### config.mk
export PLATFORM = sky130hd
export DESIGN_NAME = axis_stream_sink
export DESIGN_NICKNAME = d
export VERILOG_FILES = /design/src/rtl/axis_stream_sink.sv
export SDC_FILE = /design/constraint.sdc
export NUM_CORES = 1
export LEC_CHECK = 0
export CAP_MARGIN = 0
export CELL_PAD_IN_SITES_DETAIL_PLACEMENT = 2
export CELL_PAD_IN_SITES_GLOBAL_PLACEMENT = 2
export CORE_MARGIN = 1.5
export CORE_UTILIZATION = 35
export DETAILED_ROUTE_END_ITERATION = 8
export HOLD_SLACK_MARGIN = 0.15
export PLACE_DENSITY_LB_ADDON = 0.1
export SYNTH_ARGS = -nofsm -noshare
export SYNTH_HDL_FRONTEND = slang
export SYNTH_SLANG_ARGS = --single-unit
### constraint.sdc
create_clock -name clk -period 4.4 [get_ports clk]
set_input_delay 1.32 -clock clk [delete_from_list [all_inputs] [get_ports clk]]
set_output_delay 1.32 -clock clk [all_outputs]
set_load 0.01 [all_outputs]
### src/rtl/axis_stream_sink.sv
// axis_stream_sink
// AXI-Stream slave that terminates the AES-256-CTR ciphertext stream.
// It accepts beats under a fixed or LFSR-driven backpressure pattern,
// watches the sender for stability violations, counts words and frames,
// and folds every frame into a rotate-XOR checksum.
//
// Handshake: a beat transfers on a rising edge where s_axis_tvalid and
// s_axis_tready are both high. Once the sender raises tvalid it must hold
// tvalid, tdata and tlast unchanged until that transfer happens. tready is
// a register and never depends combinationally on tvalid.
//
// Ports:
//   clk            clock, rising edge
//   rst            synchronous active-low reset
//   s_axis_tdata   stream data (DATA_WIDTH)
//   s_axis_tvalid  stream valid
//   s_axis_tlast   end of frame
//   s_axis_tready  registered ready
//   word_count     accepted beats since reset (32, wraps)
//   frame_count    completed frames since reset (16, wraps)
//   frame_checksum checksum of the last completed frame (DATA_WIDTH)
//   frame_done     one-cycle pulse when frame_checksum updates
//   err            sticky error flag
//   err_code       first error: 0 none, 1 valid dropped,
//                  2 data/last changed while stalled, 3 overlength
//   state_dbg      FSM state: 0 IDLE, 1 ACTIVE, 2 HALT
module axis_stream_sink #(
   parameter int          DATA_WIDTH  = 128,
   parameter int          READY_MODE  = 0,
   parameter logic [15:0] LFSR_SEED   = 16'hACE1,
   parameter int          MAX_BEATS   = 4096,
   parameter int          HALT_ON_ERR = 1
) (
   input  logic                  clk,
   input  logic                  rst,
   input  logic [DATA_WIDTH-1:0] s_axis_tdata,
   input  logic                  s_axis_tvalid,
   input  logic                  s_axis_tlast,
   output logic                  s_axis_tready,
   output logic [31:0]           word_count,
   output logic [15:0]           frame_count,
   output logic [DATA_WIDTH-1:0] frame_checksum,
   output logic                  frame_done,
   output logic                  err,
   output logic [1:0]            err_code,
   output logic [1:0]            state_dbg
);

   // An all-zero Galois LFSR would lock up, so a zero seed becomes 1.
   localparam logic [15:0] SEED = (LFSR_SEED == 16'h0000) ? 16'h0001 : LFSR_SEED;

   typedef enum logic [1:0] {
      IDLE   = 2'd0,
      ACTIVE = 2'd1,
      HALT   = 2'd2
   } state_t;

   state_t                state;
   logic [15:0]           lfsr;
   logic [DATA_WIDTH-1:0] acc;
   logic [31:0]           beat_cnt;

   // Bus history from the previous edge for the stability monitor.
   logic                  prev_valid;
   logic                  prev_ready;
   logic                  prev_last;
   logic [DATA_WIDTH-1:0] prev_data;

   logic                  accept;
   logic                  stalled;
   logic                  viol_drop;
   logic                  viol_change;
   logic                  viol_over;
   logic                  err_now;
   logic [1:0]            code_now;
   logic                  halt_next;
   logic                  ready_next;
   logic [15:0]           lfsr_next;
   logic [DATA_WIDTH-1:0] acc_next;

   always_comb begin
      accept      = s_axis_tvalid & s_axis_tready;
      stalled     = prev_valid & ~prev_ready;
      viol_drop   = stalled & ~s_axis_tvalid;
      viol_change = stalled & s_axis_tvalid &
                    ((s_axis_tdata != prev_data) | (s_axis_tlast != prev_last));
      // beat_cnt holds beats already accepted in this frame, so this is
      // beat number beat_cnt+1 arriving without tlast.
      viol_over   = accept & ~s_axis_tlast & (beat_cnt >= 32'(MAX_BEATS));
      err_now     = viol_drop | viol_change | viol_over;

      code_now = 2'd0;
      if (viol_drop)        code_now = 2'd1;
      else if (viol_change) code_now = 2'd2;
      else if (viol_over)   code_now = 2'd3;

      halt_next = (state == HALT) | (err_now & (HALT_ON_ERR != 0));

      if (halt_next)            ready_next = 1'b0;
      else if (READY_MODE != 0) ready_next = lfsr[0] | lfsr[1];
      else                      ready_next = 1'b1;

      lfsr_next = lfsr[0] ? ((lfsr >> 1) ^ 16'hB400) : (lfsr >> 1);
      acc_next  = {acc[DATA_WIDTH-2:0], acc[DATA_WIDTH-1]} ^ s_axis_tdata;
   end

   always_ff @(posedge clk) begin
      if (!rst) begin
         state          <= IDLE;
         lfsr           <= SEED;
         acc            <= '0;
         beat_cnt       <= '0;
         prev_valid     <= 1'b0;
         prev_ready     <= 1'b0;
         prev_last      <= 1'b0;
         prev_data      <= '0;
         s_axis_tready  <= 1'b0;
         word_count     <= '0;
         frame_count    <= '0;
         frame_checksum <= '0;
         frame_done     <= 1'b0;
         err            <= 1'b0;
         err_code       <= 2'd0;
      end else begin
         lfsr          <= lfsr_next;
         s_axis_tready <= ready_next;
         frame_done    <= 1'b0;

         prev_valid <= s_axis_tvalid;
         prev_ready <= s_axis_tready;
         prev_last  <= s_axis_tlast;
         prev_data  <= s_axis_tdata;

         // Only the first error is kept.
         if (err_now && !err) begin
            err      <= 1'b1;
            err_code <= code_now;
         end

         if (accept) begin
            word_count <= word_count + 32'd1;
            if (s_axis_tlast) begin
               frame_checksum <= acc_next;
               frame_done     <= 1'b1;
               frame_count    <= frame_count + 16'd1;
               acc            <= '0;
               beat_cnt       <= '0;
            end else begin
               acc      <= acc_next;
               beat_cnt <= beat_cnt + 32'd1;
            end
         end

         if (halt_next)   state <= HALT;
         else if (accept) state <= s_axis_tlast ? IDLE : ACTIVE;
      end
   end

   assign state_dbg = state;

endmodule

==> results of run 1 <==
==> routing by layer <==
| metal | up-vias | part of all wire | global-route usage | wire [um] |
|---|---|---|---|---|
| li1 | 7316 | - | - | - |
| met1 | 7690 | 0.42 | 0.286 | 27600 |
| met2 | 314 | 0.50 | 0.425 | 32500 |
| met3 | 117 | 0.050 | 0.0512 | 3260 |
| met4 | 10 | 0.034 | 0.0861 | 2220 |
| met5 | - | 0.00098 | 0 | 64 |
==> cell type report <==
| cell class | instances | share of cell area |
|---|---|---|
| Antenna cell | 2 | 0.000207 |
| Multi-Input combinational cell | 1412 | 0.351 |
| Clock buffer | 80 | 0.0643 |
| Timing Repair Buffer | 352 | 0.146 |
| Clock inverter | 11 | 0.00555 |
| Sequential cell | 474 | 0.393 |
| Inverter | 24 | 0.00405 |
| Tap cell | 680 | 0.0353 |
==> kinds of logic (layout without fill, tap and decap cells) <==
| group | after synthesis | in the layout |
|---|---|---|
| compound gates | 257 | 257 |
| simple gates | 851 | 851 |
| xor+xnor | 300 | 300 |
| buf+inv | 136 | 467 |
| flops | 474 | 474 |
| other cells | 0 | 2 |
| fa+ha+maj | 4 | 4 |
==> worst max-delay path: stages <==
cell                              delay [ns]
sky130_fd_sc_hd__clkdlybuf4s50_1        0.47
sky130_fd_sc_hd__xnor2_1                0.51
sky130_fd_sc_hd__nand4_1                0.31
sky130_fd_sc_hd__nor4_1                 0.51
sky130_fd_sc_hd__nand4_1                0.29
sky130_fd_sc_hd__nor4_4                 0.46
sky130_fd_sc_hd__o221ai_1               0.20
==> state kept, by name (all words and copies together), names as in the netlist <==
| register | cells |
|---|---|
| frame_checksum | 128 |
| frame_done | 1 |
| prev_valid | 1 |
| state_dbg | 2 |
| beat_cnt | 32 |
| err_code | 2 |
| word_count | 32 |
| acc | 128 |
| s_axis_tready | 1 |
| err | 1 |
| prev_data | 128 |
| prev_ready | 1 |
| prev_last | 1 |
| frame_count | 16 |
==> worst min-delay path by stage <==
stage / endpoint / slack (ns) / cells after the start
6_report: beat_cnt[9]$_SDFFE_PN0P_ / 0.49 / 2
3_3_place_gp: beat_cnt[9]$_SDFFE_PN0P_ / 0.47 / 2
3_5_place_dp: beat_cnt[0]$_SDFFE_PN0P_ / 0.48 / 2
2_1_floorplan: beat_cnt[9]$_SDFFE_PN0P_ / 0.45 / 2
5_1_grt: frame_checksum[127]$_SDFFE_PN0P_ / 0.52 / 2
4_1_cts: beat_cnt[0]$_SDFFE_PN0P_ / 0.49 / 2
==> cell usage in the layout, fill, tap and decap left out, types with 2 or more instances in the layout <==
master / netlist / routed
sky130_fd_sc_hd__a2111o_1: 3 / 3
sky130_fd_sc_hd__a211oi_1: 67 / 67
sky130_fd_sc_hd__a21oi_1: 90 / 90
sky130_fd_sc_hd__a22oi_1: 62 / 62
sky130_fd_sc_hd__and2_1: 127 / 127
sky130_fd_sc_hd__and3_1: 6 / 5
sky130_fd_sc_hd__and4_1: 6 / 6
sky130_fd_sc_hd__buf_12: 0 / 8
sky130_fd_sc_hd__buf_4: 1 / 31
sky130_fd_sc_hd__bufinv_16: 0 / 3
sky130_fd_sc_hd__clkbuf_1: 91 / 17
sky130_fd_sc_hd__clkbuf_16: 0 / 55
sky130_fd_sc_hd__clkbuf_8: 0 / 8
sky130_fd_sc_hd__clkdlybuf4s50_1: 0 / 313
sky130_fd_sc_hd__clkinv_2: 0 / 7
sky130_fd_sc_hd__dfxtp_1: 474 / 474
sky130_fd_sc_hd__diode_2: 0 / 2
sky130_fd_sc_hd__ha_1: 4 / 4
sky130_fd_sc_hd__inv_1: 23 / 23
sky130_fd_sc_hd__nand2_1: 41 / 39
sky130_fd_sc_hd__nand2b_1: 6 / 5
sky130_fd_sc_hd__nand3_1: 24 / 24
sky130_fd_sc_hd__nand4_1: 45 / 45
sky130_fd_sc_hd__nor2_1: 464 / 463
sky130_fd_sc_hd__nor2b_1: 9 / 9
sky130_fd_sc_hd__nor2b_4: 2 / 2
sky130_fd_sc_hd__nor3_1: 69 / 69
sky130_fd_sc_hd__nor4_1: 17 / 17
sky130_fd_sc_hd__nor4_2: 4 / 4
sky130_fd_sc_hd__nor4_4: 4 / 4
sky130_fd_sc_hd__o21ai_0: 19 / 19
sky130_fd_sc_hd__o22ai_1: 5 / 5
sky130_fd_sc_hd__or3_1: 20 / 20
sky130_fd_sc_hd__xnor2_1: 175 / 175
sky130_fd_sc_hd__xor2_1: 125 / 125
==> per-stage QoR <==
stage                     power, mW  utilization  hold WS (ns)  setup slack [ns]
after global routing           10.4        0.466         0.519             0.741
after global placement         5.71        0.434         0.465            0.0591
after floorplan                5.16            -         0.454              1.61
after detailed placement       5.75        0.434         0.485            0.0342
after CTS                      10.2        0.466         0.493             0.663
final                          10.0        0.466         0.494             0.756
==> power by group <==
part	internal [mW]	leakage (nW)	total (mW)	switching, mW
registers	4.46	3.87	4.57	0.107
logic	0.482	4.06	1.08	0.601
clock network	2.58	0.830	4.38	1.80
==> impl_metrics.prom, run 1 <==
# TYPE chip_impl_metric gauge
chip_impl_info{name="run_status",value="complete, no violations"} 1
chip_impl_metric{name="slew_violations",unit=""} 0
chip_impl_metric{name="synthesis.instances",unit=""} 2022
chip_impl_metric{name="postSynthNetCount",unit=""} 2158
chip_impl_metric{name="power.static_leakage",unit="nW"} 8.76
chip_impl_metric{name="clkLatencyLatePin",unit="ns"} 0.60
chip_impl_metric{name="post_route_cells_drive_above_1_share",unit=""} 0.0574
chip_impl_metric{name="tritoncts.num_buffers",unit=""} 53
chip_impl_metric{name="skew",unit="ns"} 0.0205
chip_impl_metric{name="synthesis.yosys.warnings",unit=""} 0
chip_impl_metric{name="io_pins",unit=""} 315
chip_impl_metric{name="sequential_cell_area",unit="um2"} 9490
chip_impl_metric{name="synth_compound_gate_area_share",unit=""} 0.0909
chip_impl_metric{name="synth_simple_gate_area_frac",unit=""} 0.222
chip_impl_info{name="critical_path_source_type",value="input port"} 1
chip_impl_metric{name="timing.slew.headroom",unit=""} 0.258
chip_impl_metric{name="multi_input_comb_area",unit="um2"} 8470
chip_impl_metric{name="fin_nets",unit=""} 2453
chip_impl_metric{name="routed_vias_inst",unit=""} 5.09
chip_impl_metric{name="period_minus_slack",unit="ns"} 3.64
chip_impl_metric{name="synth.avg_cell_area",unit="um2"} 9.13
chip_impl_metric{name="initialDrtViolationCount",unit=""} 719
chip_impl_metric{name="fin_area",unit="um2"} 24100
chip_impl_info{name="tritoncts",value="built"} 1
chip_impl_info{name="setup.worst_path.class",value="in2reg"} 1
chip_impl_metric{name="core_rows",unit=""} 83
chip_impl_metric{name="hold_buffers",unit=""} 0
chip_impl_metric{name="global_route_wire_length_before_repair",unit="um"} 99700
chip_impl_metric{name="timing_worst_slew_pin_value",unit="ns"} 1.11
chip_impl_metric{name="largest_net_degree_at_the_start_of_global_routing",unit=""} 196
chip_impl_metric{name="cts-htree-levels",unit=""} 2
chip_impl_info{name="yosys-top-cells-count",value="sky130_fd_sc_hd__dfxtp_1, sky130_fd_sc_hd__nor2_1, sky130_fd_sc_hd__xnor2_1, sky130_fd_sc_hd__and2_1, sky130_fd_sc_hd__xor2_1"} 1
chip_impl_metric{name="synth-adder-area-share",unit=""} 0.00271
chip_impl_metric{name="final_cells",unit=""} 3035
chip_impl_info{name="critPathCapture",value="state_dbg[1]$_SDFFE_PN0P_"} 1
chip_impl_metric{name="mux_share_of_post_synthesis_cell_area",unit=""} 0
chip_impl_info{name="worstSetupEndpointType",value="flip-flop"} 1
chip_impl_metric{name="remaining_global_route_overflow",unit=""} 0
chip_impl_metric{name="maxCapViolations",unit=""} 0
chip_impl_metric{name="drt-pass1-iter-count",unit=""} 5
chip_impl_info{name="post_synth_main_area_contributors",value="sky130_fd_sc_hd__dfxtp_1, sky130_fd_sc_hd__nor2_1, sky130_fd_sc_hd__xnor2_1"} 1
chip_impl_metric{name="nFillCells",unit=""} 5542
chip_impl_metric{name="postRouteAntennaNets",unit=""} 0
chip_impl_metric{name="peakVddDrop",unit="uV"} 249
chip_impl_metric{name="die_area",unit="um2"} 54100
chip_impl_info{name="source_of_the_worst_register_to_register_timing_path",value="prev_data[24]$_SDFF_PN0_"} 1
chip_impl_metric{name="fmaxAchievable",unit="GHz"} 0.274
chip_impl_info{name="critical_path.startpoint",value="s_axis_tdata[24]"} 1
chip_impl_metric{name="die_h",unit="um"} 233
chip_impl_metric{name="worstPathArrival",unit="ns"} 4.10
chip_impl_metric{name="synth_async_reset_ratio",unit=""} 0
chip_impl_metric{name="power.density",unit="nW/um2"} 416
chip_impl_metric{name="number_of_global_route_vias_before_repair",unit=""} 17000
chip_impl_metric{name="floorplan.core_area",unit="um2"} 51700
chip_impl_metric{name="antenna_violations_before_repair",unit=""} 8
chip_impl_metric{name="synth_cell_types",unit=""} 49
chip_impl_metric{name="dieWidth",unit="um"} 233
chip_impl_metric{name="detail_route.drc_violations",unit=""} 0
chip_impl_metric{name="cp_data_required_time",unit="ns"} 4.85
chip_impl_metric{name="placedCellCount",unit=""} 2942
chip_impl_metric{name="clk_pin_slew_worst_paths",unit="ns"} 0.05
chip_impl_metric{name="fin_setup_tns",unit="ns"} 0
chip_impl_metric{name="synthDominantCellAreaShare",unit=""} 0.514
chip_impl_metric{name="wl",unit="um"} 65600
chip_impl_metric{name="timing.final.setup_violations",unit=""} 0
chip_impl_metric{name="clkSinkCount",unit=""} 474
chip_impl_info{name="synth_largest_area_cell",value="sky130_fd_sc_hd__dfxtp_1"} 1
chip_impl_metric{name="dpl-instance-area",unit="um2"} 22400
chip_impl_info{name="rsz_0062_raised_after_global_routing",value="no"} 1
chip_impl_info{name="dominantRegCellSynth",value="sky130_fd_sc_hd__dfxtp_1"} 1
chip_impl_metric{name="initial_core_util",unit=""} 0.357
chip_impl_metric{name="hold_viol_final",unit=""} 0
chip_impl_metric{name="rrSetupSlack",unit="ns"} 1.69
chip_impl_info{name="cell_at_the_root_of_the_clock_tree",value="sky130_fd_sc_hd__clkbuf_16"} 1
chip_impl_metric{name="fin_crit_sh",unit=""} 0.828
chip_impl_metric{name="critical_path_peak_fanout",unit=""} 6
chip_impl_metric{name="worst_r2r_path_cells",unit=""} 6
chip_impl_metric{name="cts_repair_resize_count",unit=""} 0
chip_impl_metric{name="vias",unit=""} 15400
chip_impl_metric{name="cts.repair_timing.setup_buffer_count",unit=""} 0
chip_impl_info{name="min_from",value="beat_cnt[9]$_SDFFE_PN0P_"} 1
chip_impl_metric{name="synth-xor-area-share",unit=""} 0.142
chip_impl_info{name="synth_top_family_by_area",value="simple AND/OR/NAND/NOR gates"} 1
chip_impl_metric{name="cts.path.max_buffers",unit=""} 3
chip_impl_info{name="end_of_the_worst_register_to_register_path",value="state_dbg[1]$_SDFFE_PN0P_"} 1
chip_impl_metric{name="global_route.usage.total",unit=""} 0.241
chip_impl_metric{name="sequential_cell_area_fraction_in_the_yosys_report",unit=""} 0.514
chip_impl_metric{name="post_synth_instance_area",unit="um2"} 18500
chip_impl_metric{name="wire_per_inst",unit="um"} 21.6
chip_impl_metric{name="ys_ff_latch",unit=""} 474
chip_impl_info{name="yosys.cell_count.top_type",value="sky130_fd_sc_hd__dfxtp_1"} 1
chip_impl_metric{name="synth-edff-count",unit=""} 0
chip_impl_metric{name="io_buffers",unit=""} 314
chip_impl_metric{name="detailedPlacementHpwl",unit="um"} 46900
chip_impl_metric{name="gp_congestion",unit=""} 0.785
chip_impl_info{name="hp-class",value="reg2reg"} 1
chip_impl_metric{name="syn_to_final_growth",unit="%"} 30.6
No activity file was read; power rests on OpenSTA's default activity.
==> run 2, diff against run 1 <==
--- a/config.mk
+++ b/config.mk
@@ -9,7 +9,7 @@
 export CELL_PAD_IN_SITES_DETAIL_PLACEMENT = 2
 export CELL_PAD_IN_SITES_GLOBAL_PLACEMENT = 2
 export CORE_MARGIN = 1.5
-export CORE_UTILIZATION = 35
+export CORE_UTILIZATION = 29
 export DETAILED_ROUTE_END_ITERATION = 8
 export HOLD_SLACK_MARGIN = 0.15
 export PLACE_DENSITY_LB_ADDON = 0.1
==> constraint.sdc (replaced) <==
create_clock -name clk -period 3.3 [get_ports clk]
set_input_delay 0.99 -clock clk [delete_from_list [all_inputs] [get_ports clk]]
set_output_delay 0.99 -clock clk [all_outputs]
set_load 0.01 [all_outputs]
==> run 2 against run 1 <==
  * Cell count grew 8.7%
  * Register-to-register slack worse by 0.64 ns
  * Critical path type unchanged
  * Largest cell class unchanged
  * Die area rose by 20%
  * Global-route usage down 3.2 points
  * Critical endpoint unchanged
  * Worst hold slack got worse by 0.0046 ns
==> impl_metrics.prom, run 2 (same netlist as run 1, synthesis figures left out) <==
# TYPE chip_impl_metric gauge
chip_impl_info{name="critPathCapture",value="state_dbg[1]$_SDFFE_PN0P_"} 1
chip_impl_metric{name="clkSinkCount",unit=""} 474
chip_impl_metric{name="initialDrtViolationCount",unit=""} 551
chip_impl_metric{name="report.power.total",unit="mW"} 13.7
chip_impl_metric{name="power.density",unit="nW/um2"} 545
chip_impl_metric{name="largest_net_degree_at_the_start_of_global_routing",unit=""} 132
chip_impl_metric{name="post-place-ws",unit="ns"} -0.155
chip_impl_metric{name="initial_core_util",unit=""} 0.293
chip_impl_info{name="critical_path_source_type",value="input port"} 1
chip_impl_metric{name="global_route.usage.total",unit=""} 0.209
chip_impl_metric{name="detail_route.drc_violations",unit=""} 0
chip_impl_metric{name="drt-pass1-iter-count",unit=""} 4
chip_impl_metric{name="slew_violations",unit=""} 0
chip_impl_metric{name="cts.repair_timing.setup_buffer_count",unit=""} 0
chip_impl_metric{name="fin_crit_sh",unit=""} 0.849
chip_impl_metric{name="vias",unit=""} 15600
chip_impl_metric{name="global_route_wire_length_before_repair",unit="um"} 105000
chip_impl_metric{name="io_buffers",unit=""} 314
chip_impl_metric{name="rrSetupSlack",unit="ns"} 1.05
chip_impl_info{name="cell_at_the_root_of_the_clock_tree",value="sky130_fd_sc_hd__clkbuf_16"} 1
chip_impl_metric{name="power.switching",unit="mW"} 3.47
chip_impl_metric{name="syn_to_final_growth",unit="%"} 36.5
chip_impl_metric{name="dieWidth",unit="um"} 255
chip_impl_metric{name="fmaxAchievable",unit="GHz"} 0.357
chip_impl_metric{name="routed_vias_inst",unit=""} 4.74
chip_impl_metric{name="worst_r2r_path_cells",unit=""} 8
chip_impl_info{name="setup.worst_path.class",value="in2reg"} 1
chip_impl_metric{name="detailedPlacementHpwl",unit="um"} 50200
chip_impl_metric{name="hold_buffers",unit=""} 0
chip_impl_metric{name="power.internal",unit="mW"} 10.3
chip_impl_metric{name="clk_pin_slew_worst_paths",unit="ns"} 0.06
chip_impl_metric{name="timing.slew.headroom",unit=""} 0.563
chip_impl_metric{name="maxCapViolations",unit=""} 0
chip_impl_metric{name="finish.utilization",unit=""} 0.400
chip_impl_metric{name="power.static_leakage",unit="nW"} 9.30
chip_impl_metric{name="hold_ws",unit="ns"} 0.489
chip_impl_metric{name="seq_power_share",unit=""} 0.444
chip_impl_metric{name="postRouteAntennaNets",unit=""} 0
chip_impl_metric{name="remaining_global_route_overflow",unit=""} 0
chip_impl_metric{name="tritoncts.num_buffers",unit=""} 56
chip_impl_metric{name="die_area",unit="um2"} 65200
chip_impl_metric{name="dpl-instance-area",unit="um2"} 23400
chip_impl_metric{name="hold_viol_final",unit=""} 0
chip_impl_metric{name="final_setup_slack_of_the_worst_path",unit="ns"} 0.500
chip_impl_metric{name="worstPathArrival",unit="ns"} 3.27
chip_impl_metric{name="antenna_violations_before_repair",unit=""} 11
chip_impl_metric{name="clock_power_share",unit=""} 0.442
chip_impl_metric{name="core_rows",unit=""} 92
chip_impl_metric{name="cts-htree-levels",unit=""} 2
chip_impl_info{name="end_of_the_worst_register_to_register_path",value="state_dbg[1]$_SDFFE_PN0P_"} 1
chip_impl_metric{name="cts_repair_resize_count",unit=""} 0
chip_impl_info{name="largest_registers",value="acc: 128 flops, frame_checksum: 128 flops, prev_data: 128 flops"} 1
chip_impl_metric{name="wl",unit="um"} 68900
chip_impl_metric{name="timing_worst_slew_pin_value",unit="ns"} 0.651
chip_impl_metric{name="post_route_cells_drive_above_1_share",unit=""} 0.0975
chip_impl_info{name="source_of_the_worst_register_to_register_timing_path",value="prev_data[49]$_SDFF_PN0_"} 1
chip_impl_info{name="rsz_0062_raised_after_global_routing",value="no"} 1
chip_impl_metric{name="netSwitchingFraction",unit=""} 0.252
chip_impl_info{name="worstSetupEndpointType",value="flip-flop"} 1
chip_impl_metric{name="critical_path_peak_fanout",unit=""} 6
chip_impl_info{name="tritoncts",value="built"} 1
chip_impl_metric{name="period_minus_slack",unit="ns"} 2.80
chip_impl_metric{name="gp_congestion",unit=""} 0.771
chip_impl_info{name="most-common-layout-cells",value="sky130_fd_sc_hd__dfxtp_1, sky130_fd_sc_hd__nor2_1, sky130_fd_sc_hd__clkdlybuf4s50_1, sky130_fd_sc_hd__xnor2_1, sky130_fd_sc_hd__and2_1"} 1
chip_impl_metric{name="fin_nets",unit=""} 2549
chip_impl_metric{name="clkLatencyLatePin",unit="ns"} 0.61
chip_impl_metric{name="cp_data_required_time",unit="ns"} 3.77
chip_impl_metric{name="io_pins",unit=""} 315
chip_impl_metric{name="cts.path.max_buffers",unit=""} 3
chip_impl_metric{name="die_h",unit="um"} 255
chip_impl_metric{name="fin_area",unit="um2"} 25200
chip_impl_metric{name="share_comb_of_total_power",unit=""} 0.114
chip_impl_metric{name="wire_per_inst",unit="um"} 20.9
chip_impl_info{name="hp-class",value="reg2reg"} 1
chip_impl_info{name="critical_path.startpoint",value="s_axis_tdata[49]"} 1
chip_impl_metric{name="skew",unit="ns"} 0.0161
chip_impl_info{name="mostFrequentLayoutCell",value="sky130_fd_sc_hd__dfxtp_1"} 1
chip_impl_metric{name="number_of_global_route_vias_before_repair",unit=""} 17400
chip_impl_info{name="run_status",value="complete, no violations"} 1
chip_impl_metric{name="floorplan.core_area",unit="um2"} 63000
chip_impl_metric{name="peakVddDrop",unit="uV"} 371
chip_impl_metric{name="timing.final.setup_violations",unit=""} 0
==> run 2: cell count changes in the layout (fill, tap and decap cells not counted) <==
cell / previous run / this run
sky130_fd_sc_hd__buf_12: 8 / 14
sky130_fd_sc_hd__buf_4: 31 / 118
sky130_fd_sc_hd__bufinv_16: 3 / 1
sky130_fd_sc_hd__clkbuf_1: 17 / 11
sky130_fd_sc_hd__clkbuf_16: 55 / 57
sky130_fd_sc_hd__clkbuf_8: 8 / 17
sky130_fd_sc_hd__clkinv_2: 7 / 8
sky130_fd_sc_hd__diode_2: 2 / 3
sky130_fd_sc_hd__inv_6: 1 / 2
==> run 2: worst min path at each step <==
stage	slack (ns)	cells past startpoint	to	from
finish	0.49	2	beat_cnt[9]$_SDFFE_PN0P_	beat_cnt[9]$_SDFFE_PN0P_
global route	0.52	2	frame_checksum[100]$_SDFFE_PN0P_	frame_checksum[100]$_SDFFE_PN0P_
CTS	0.49	2	beat_cnt[9]$_SDFFE_PN0P_	beat_cnt[9]$_SDFFE_PN0P_
detailed placement	0.48	2	beat_cnt[9]$_SDFFE_PN0P_	beat_cnt[9]$_SDFFE_PN0P_
global placement	0.47	2	beat_cnt[9]$_SDFFE_PN0P_	beat_cnt[9]$_SDFFE_PN0P_
floorplan	0.45	2	beat_cnt[9]$_SDFFE_PN0P_	beat_cnt[9]$_SDFFE_PN0P_
==> run 2: area by class of cell <==
cell class	instances	area, um2
Tap cell	846	1060
Timing Repair Buffer	445	4300
Multi-Input combinational cell	1412	8470
Fill cell	6879	37800
Clock buffer	85	1700
Antenna cell	3	7.51
Clock inverter	11	87.6
Inverter	24	97.6
Sequential cell	474	9490
==> run 2: power by group through the flow <==
stage / combinational (mW) / sequential, mW / clock, mW
floorplan: 0.659 / 6.22 / 0
global placement: 1.57 / 6.21 / 0
detailed placement: 1.60 / 6.22 / 0
CTS: 1.61 / 6.10 / 6.29
global route: 1.71 / 6.12 / 6.51
finish: 1.57 / 6.10 / 6.08
==> run 2: routing by layer <==
metal,part of all wire,global-route usage,wire (um),vias to the layer above
met5,0.0019,0,132,-
met4,0.029,0.0678,2020,22
met3,0.054,0.0495,3750,123
met2,0.50,0.371,34300,289
met1,0.42,0.246,28700,7686
li1,-,-,-,7519
==> run 2: per-stage QoR <==
stage,TNS [ns],instances
6_report,0,3300
4_1_cts,0,3297
5_1_grt,0,3297
3_3_place_gp,-1.23,3201
3_5_place_dp,-0.828,3201
2_1_floorplan,0,2022
==> run 2: worst max-delay path, cell delays in order <==
cell and delay (ns):
sky130_fd_sc_hd__clkdlybuf4s50_1 0.44, sky130_fd_sc_hd__xnor2_1 0.48, sky130_fd_sc_hd__nand4_1 0.15, sky130_fd_sc_hd__buf_4 0.16, sky130_fd_sc_hd__nor4_1 0.26, sky130_fd_sc_hd__nand3_1 0.17
sky130_fd_sc_hd__nor4_4 0.29, sky130_fd_sc_hd__buf_4 0.21, sky130_fd_sc_hd__o221ai_1 0.12
